`src/rtl/mmio_uart_tx_pkg.sv`:
```
// Shared definitions for the memory-mapped UART transmitter: register map,
// STATUS bit layout, TX FSM states and the STATUS word packer.
package mmio_uart_tx_pkg;

   localparam logic TXDATA_OFF = 1'b0;
   localparam logic STATUS_OFF = 1'b1;

   localparam int FULL    = 32'd0;
   localparam int EMPTY   = 32'd1;
   localparam int BUSY    = 32'd2;
   localparam int OVF     = 32'd3;
   localparam int CNT_LSB = 32'd8;

   typedef enum logic [1:0] {
      IDLE  = 2'd0,
      START = 2'd1,
      DATA  = 2'd2,
      STOP  = 2'd3
   } tx_state_e;

   function automatic logic [63:0] pack_status(
      input logic       full,
      input logic       empty,
      input logic       busy,
      input logic       ovf,
      input logic [7:0] cnt
   );
      logic [63:0] s;
      s                = 64'h0;
      s[FULL]          = full;
      s[EMPTY]         = empty;
      s[BUSY]          = busy;
      s[OVF]           = ovf;
      s[CNT_LSB +: 8]  = cnt;
      return s;
   endfunction

endpackage

```
`src/rtl/mmio_uart_tx_sync_fifo.sv`:
```
// Synchronous circular-buffer FIFO; a push is accepted only when not full and
// a pop only when not empty, so callers may drive push/pop unconditionally.
module sync_fifo #(
   parameter int WIDTH = 8,
   parameter int DEPTH = 16,
   localparam int AW   = $clog2(DEPTH)
) (
   input  logic             clk,
   input  logic             rst,
   input  logic             push_i,
   input  logic             pop_i,
   input  logic [WIDTH-1:0] din_i,
   output logic [WIDTH-1:0] dout_o,
   output logic             full_o,
   output logic             empty_o,
   output logic [AW:0]      count_o
);

   localparam logic [AW:0] DEPTH_CNT = (AW + 1)'(DEPTH);

   logic [WIDTH-1:0] mem_q [DEPTH];
   logic [AW-1:0]    wr_ptr_q, wr_ptr_d;
   logic [AW-1:0]    rd_ptr_q, rd_ptr_d;
   logic [AW:0]      count_q, count_d;
   logic             push_ok_s, pop_ok_s;

   assign full_o    = (count_q == DEPTH_CNT);
   assign empty_o   = (count_q == '0);
   assign count_o   = count_q;
   assign dout_o    = mem_q[rd_ptr_q];
   assign push_ok_s = push_i && !full_o;
   assign pop_ok_s  = pop_i && !empty_o;

   // Pointer and occupancy next-state; pointers wrap naturally at DEPTH
   always_comb begin
      wr_ptr_d = wr_ptr_q;
      rd_ptr_d = rd_ptr_q;
      count_d  = count_q;
      if (push_ok_s) begin
         wr_ptr_d = wr_ptr_q + AW'(1'b1);
      end else begin
         wr_ptr_d = wr_ptr_q;
      end
      if (pop_ok_s) begin
         rd_ptr_d = rd_ptr_q + AW'(1'b1);
      end else begin
         rd_ptr_d = rd_ptr_q;
      end
      case ({push_ok_s, pop_ok_s})
         2'b10:   count_d = count_q + (AW + 1)'(1'b1);
         2'b01:   count_d = count_q - (AW + 1)'(1'b1);
         default: count_d = count_q;
      endcase
   end

   // Control registers
   always_ff @(posedge clk) begin
      if (rst) begin
         wr_ptr_q <= '0;
         rd_ptr_q <= '0;
         count_q  <= '0;
      end else begin
         wr_ptr_q <= wr_ptr_d;
         rd_ptr_q <= rd_ptr_d;
         count_q  <= count_d;
      end
   end

   // Data storage carries no reset; validity is tracked by the pointers
   always_ff @(posedge clk) begin
      if (push_ok_s) begin
         mem_q[wr_ptr_q] <= din_i;
      end
   end

endmodule

```
`src/rtl/mmio_uart_tx.sv`:
```
// Memory-mapped 8N1 UART transmitter: TXDATA stores feed a TX FIFO, STATUS
// loads answer combinationally so the single-cycle core never stalls.
module mmio_uart_tx
   import mmio_uart_tx_pkg::*;
#(
   parameter logic [63:0] BASE_ADDR  = 64'h0000_0000_a000_0000,
   parameter int          CLK_DIV    = 16,
   parameter int          FIFO_DEPTH = 16
) (
   input  logic        clk,
   input  logic        rst,
   input  logic        acs_en,
   input  logic        acs_wr,
   input  logic [7:0]  acs_bytes,
   input  logic [63:0] acs_addr,
   input  logic [63:0] acs_wdata,
   output logic [63:0] acs_rdata,
   output logic        sel,
   output logic        uart_tx
);

   localparam int          AW       = $clog2(FIFO_DEPTH);
   localparam logic [15:0] BAUD_MAX = 16'(CLK_DIV - 1);

   tx_state_e   state_q, state_d;
   logic [15:0] baud_q, baud_d;
   logic [2:0]  bit_q, bit_d;
   logic [7:0]  shift_q, shift_d;
   logic        tx_q, tx_d;
   logic        ovf_q, ovf_d;

   logic        push_s, pop_s, ovf_clr_s, rd_status_s, baud_end_s;
   logic [7:0]  fifo_dout_s;
   logic        fifo_full_s, fifo_empty_s;
   logic [AW:0] fifo_count_s;
   logic        unused_s;

   assign sel         = acs_en && (acs_addr[63:4] == BASE_ADDR[63:4]);
   assign push_s      = sel && acs_wr && acs_bytes[0] && (acs_addr[3] == TXDATA_OFF);
   assign ovf_clr_s   = sel && acs_wr && acs_bytes[0] && (acs_addr[3] == STATUS_OFF)
                        && acs_wdata[3];
   assign rd_status_s = sel && !acs_wr && (acs_addr[3] == STATUS_OFF);
   assign baud_end_s  = (baud_q == BAUD_MAX);
   assign uart_tx     = tx_q;
   assign unused_s    = ^{acs_addr[2:0], acs_bytes[7:1], acs_wdata[63:8]};

   assign acs_rdata = rd_status_s
      ? pack_status(fifo_full_s, fifo_empty_s, (state_q != IDLE), ovf_q, 8'(fifo_count_s))
      : 64'h0;

   sync_fifo #(
      .WIDTH (8),
      .DEPTH (FIFO_DEPTH)
   ) u_fifo (
      .clk     (clk),
      .rst     (rst),
      .push_i  (push_s),
      .pop_i   (pop_s),
      .din_i   (acs_wdata[7:0]),
      .dout_o  (fifo_dout_s),
      .full_o  (fifo_full_s),
      .empty_o (fifo_empty_s),
      .count_o (fifo_count_s)
   );

   // TX framing FSM; the line value is registered, so it trails state by one cycle
   always_comb begin
      state_d = state_q;
      baud_d  = baud_q;
      bit_d   = bit_q;
      shift_d = shift_q;
      pop_s   = 1'b0;
      tx_d    = 1'b1;
      case (state_q)
         IDLE: begin
            tx_d   = 1'b1;
            baud_d = 16'd0;
            if (!fifo_empty_s) begin
               pop_s   = 1'b1;
               shift_d = fifo_dout_s;
               bit_d   = 3'd0;
               state_d = START;
            end else begin
               state_d = IDLE;
            end
         end
         START: begin
            tx_d = 1'b0;
            if (baud_end_s) begin
               baud_d  = 16'd0;
               state_d = DATA;
            end else begin
               baud_d = baud_q + 16'd1;
            end
         end
         DATA: begin
            tx_d = shift_q[0];
            if (baud_end_s) begin
               baud_d  = 16'd0;
               shift_d = shift_q >> 1;
               bit_d   = bit_q + 3'd1;
               if (bit_q == 3'd7) begin
                  state_d = STOP;
               end else begin
                  state_d = DATA;
               end
            end else begin
               baud_d = baud_q + 16'd1;
            end
         end
         STOP: begin
            tx_d = 1'b1;
            if (baud_end_s) begin
               baud_d  = 16'd0;
               state_d = IDLE;
            end else begin
               baud_d = baud_q + 16'd1;
            end
         end
         default: begin
            tx_d    = 1'b1;
            state_d = IDLE;
         end
      endcase
   end

   // Sticky overflow: a dropped push sets it, a STATUS store with bit 3 clears it
   always_comb begin
      if (push_s && fifo_full_s) begin
         ovf_d = 1'b1;
      end else if (ovf_clr_s) begin
         ovf_d = 1'b0;
      end else begin
         ovf_d = ovf_q;
      end
   end

   // State registers
   always_ff @(posedge clk) begin
      if (rst) begin
         state_q <= IDLE;
         baud_q  <= 16'd0;
         bit_q   <= 3'd0;
         shift_q <= 8'd0;
         tx_q    <= 1'b1;
         ovf_q   <= 1'b0;
      end else begin
         state_q <= state_d;
         baud_q  <= baud_d;
         bit_q   <= bit_d;
         shift_q <= shift_d;
         tx_q    <= tx_d;
         ovf_q   <= ovf_d;
      end
   end

endmodule
```
`config.mk`:
```
export PLATFORM = sky130hd
export DESIGN_NAME = mmio_uart_tx
export DESIGN_NICKNAME = d
export VERILOG_FILES = /design/src/rtl/mmio_uart_tx_pkg.sv /design/src/rtl/mmio_uart_tx_sync_fifo.sv /design/src/rtl/mmio_uart_tx.sv
export SDC_FILE = /design/constraint.sdc
export NUM_CORES = 1
export LEC_CHECK = 0
export CAP_MARGIN = 20
export CORE_ASPECT_RATIO = 2
export CORE_UTILIZATION = 65
export CTS_BUF_LIST = sky130_fd_sc_hd__clkbuf_4 sky130_fd_sc_hd__clkbuf_8 sky130_fd_sc_hd__clkbuf_16
export DETAILED_ROUTE_END_ITERATION = 7
export DONT_BUFFER_PORTS = 1
export GPL_TIMING_DRIVEN = 0
export PLACE_DENSITY_LB_ADDON = 0.05
export SETUP_SLACK_MARGIN = 0.5
export SYNTH_ARGS = -nofsm -noshare
export SYNTH_HDL_FRONTEND = slang
export SYNTH_SLANG_ARGS = --single-unit
```
`constraint.sdc`:
```
create_clock -name clk -period 8.8 [get_ports clk]
set_clock_uncertainty 0.05 [all_clocks]
set_input_delay 1.76 -clock clk [delete_from_list [all_inputs] [get_ports clk]]
set_output_delay 1.76 -clock clk [all_outputs]
set_load 0.1 [all_outputs]
```
==> metrics.md <==
| Metric | Value |
|---|---|
| Share of the clock period used by the worst path | 72.3% |
| Rel. slew slack | 29.6% |
| Drt via density | 6.14 |
| Post-CTS sizing | 0 |
| RR Startpoint | u_fifo.count_o[2]$_SDFFE_PP0P_ |
| Mean Syn Cell Area | 13.6 um^2 |
| Die footprint | 12600 um^2 |
| Final WS setup | 2430 ps |
| Cell Area, Synth | 7900 um^2 |
| P&R area growth vs syn | 13.9% |
| FP Rows | 56 |
| Design Power | 1.83 mW |
| RD Place Congestion | 0.947 |
| Core area | 11800 um^2 |
| Commonest cells after routing, fill and taps aside | edfxtp_1 (128), buf_4 (63), conb_1 (55) |
| Fin. max-slew vios | 0 |
| Initial core utilization | 67.1% |
| DR iter-0 viols | 333 |
| Wirelength per Cell | 21.7 um |
| Post-CTS setup buffer count | 0 |
| Cell count after synthesis | 580 |
| Post-DP HPWL | 13.0 mm |
| Synth unique cells | 56 |
| Final net count | 817 |
| DIE HEIGHT | 158 um |
| Worst hold path type | reg -> reg |
| Final cell count without fillers | 819 |
| Die W | 80.0 um |
| DRC viols | 0 |
| Largest family of logic cells by synthesized area | simple AND/OR/NAND/NOR gates |
| Worst-Margin Slew | 1050 ps |
| Setup crit end kind | output pin |
| Port Buffers | 0 |
| Htree depth | 4 |
| Async SR Flop Fraction | 0% |
| Initial DRT Pass Iterations | 5 |
| Setup CP Type | in -> out |
| Seq/Total Area, Yosys | 60.8% |
| PwrDens | 203 nW/um^2 |
| Crit start category | input pin |
| Ant diodes | 0 |
| Post-Synth Adder-Cell Area | 2.37% |
| Synth Area in Compound Gates | 4.45% |
| Most used flip-flop cell after synthesis | edfxtp_1 |
| Largest net degree at the start of global routing | 19 |
| Routed WL | 17.8 mm |
| Setup TNS | 0 ps |
| Place WS | 2450 ps |
| P_leak | 3.11 nW |
| Total CTS buffers | 17 |
| RSZ-0062 raised after global routing | no |
| Final hold violations | 0 |
| Clk_lat worst skew | 430 ps |
| Root Driver | clkbuf_16 |
| Dpl cells | 788 |
| Most common cell after layout, fill and taps aside | edfxtp_1 |
| Required @ worst endpoint | 6990 ps |
| Hold path start | bit_q[2]$_SDFFE_PP0P_ |
| TritonCTS Sinks | 176 |
| Vias in the first global route | 4801 |
| Clock transition at path regs | 70 ps |
| First-pass GRT wire length | 26.1 mm |
| Final setup violation count | 0 |
| CP max FO | 9 |
| Hold Buf Count CTS | 0 |
| Antenna violations before repair | 0 |
| Outcome | finished clean |
| Detail Route Antenna Nets | 0 |
| Maxcap violations | 0 |
| Post-synth EDFFs | 128 |
| Share of cells above drive strength 1 | 22.7% |
| Simple-gate share of the synthesized area | 12.3% |
| Max Fclk | 157 MHz |
| Crit path time final | 6370 ps |
| Via Count | 5027 |
| WP data arrival | 4560 ps |
| Crit. Startpoint | acs_addr[56] |
| Post-Synth XOR/XNOR Area | 2.22% |
| Max Root-Sink Buffers | 2 |
| Worst vdd ir | 173 uV |
| Total global routing track utilization | 29.7% |
| I/O pin cnt | 206 |
| Overflow after GRT | 0 |
| Yosys warning total | 0 |
| CTS tree | done |
| Mux cell area share after synthesis | 10.6% |
| FF+latch count, synth | 176 |
routing by layer:
metal | track usage [%] | vias up | part of all wire (%)
met5 | 0 | - | 0
met4 | 16.3 | 0 | 4.1
met3 | 6.51 | 38 | 6.6
met2 | 51.8 | 207 | 55
met1 | 33.2 | 2505 | 35
li1 | - | 2277 | -
through the flow:
stage / util, % / area (um^2) / hold WS, ps
floorplan: - / 8110 / 386
global placement: 70.4 / 8290 / 393
detailed placement: 71.6 / 8430 / 409
CTS: 76.5 / 9000 / 417
global route: 76.5 / 9000 / 433
finish: 76.5 / 9000 / 414
registers in the layout, indices dropped and copies added (netlist names), named ones only:
signal / count
ovf_q: 1
shift_q: 8
state_q: 2
baud_q: 16
u_fifo.count_o: 5
u_fifo.mem_q: 128
u_fifo.rd_ptr_q: 4
uart_tx: 1
bit_q: 3
u_fifo.wr_ptr_q: 4
final timing paths:
path                                    endpoint  depth (start not counted)  slack [ps]
setup / recovery                    acs_rdata[2]                          6        2430
hold / removal             bit_q[2]$_SDFFE_PP0P_                          2         410
setup reg to reg  u_fifo.count_o[4]$_SDFFE_PP0P_                         13        4830
hold reg to reg            bit_q[2]$_SDFFE_PP0P_                          2         410
area by class of cell:
class / count / area, um^2
buffer: 80 / 514
timing repair buffer: 9 / 87.6
clock buffer: 17 / 425
sequential: 176 / 4800
inverter: 15 / 56.3
multi-input combinational: 363 / 2790
clock inverter: 14 / 145
tap: 145 / 181
fill: 731 / 2770
worst max-delay path, cell delays in order:
cell and delay (ps):
nor4b_1 470, nand4_1 200, nor4_1 670, and4b_1 290, clkbuf_1 250, nor2b_2 910
cell usage after synthesis, types with 9 or more instances:
master | count | area share [%]
a21oi_1 | 16 | 1.0
and2_1 | 9 | 0.71
and4_1 | 9 | 1.0
buf_4 | 55 | 5.2
clkbuf_1 | 18 | 0.85
dfxtp_1 | 48 | 12
edfxtp_1 | 128 | 49
ha_1 | 15 | 2.4
inv_1 | 14 | 0.66
mux2i_1 | 12 | 1.5
mux4_2 | 28 | 8.0
nand2_1 | 16 | 0.76
nand3_1 | 13 | 0.82
nor2_1 | 39 | 1.9
nor3_1 | 15 | 0.95
nor4_1 | 26 | 2.1
o21ai_0 | 11 | 0.70
xor2_1 | 12 | 1.3
logic make-up after synthesis:
group                    Yosys count
flip-flops                       176
AND/OR/NAND/NOR                  171
buffers and inverters             95
AO/OA/AOI/OAI                     54
multiplexers                      48
XOR/XNOR                          20
adder cells (fa/ha/maj)           15
other                              1
power breakdown:
| group | switching, mW | internal (mW) | total (mW) |
|---|---|---|---|
| sequential | 0.00885 | 0.895 | 0.904 |
| combinational | 0.164 | 0.0480 | 0.212 |
| clock | 0.338 | 0.377 | 0.715 |
| total | 0.511 | 1.32 | 1.83 |
No activity file was read; power rests on OpenSTA's default activity.
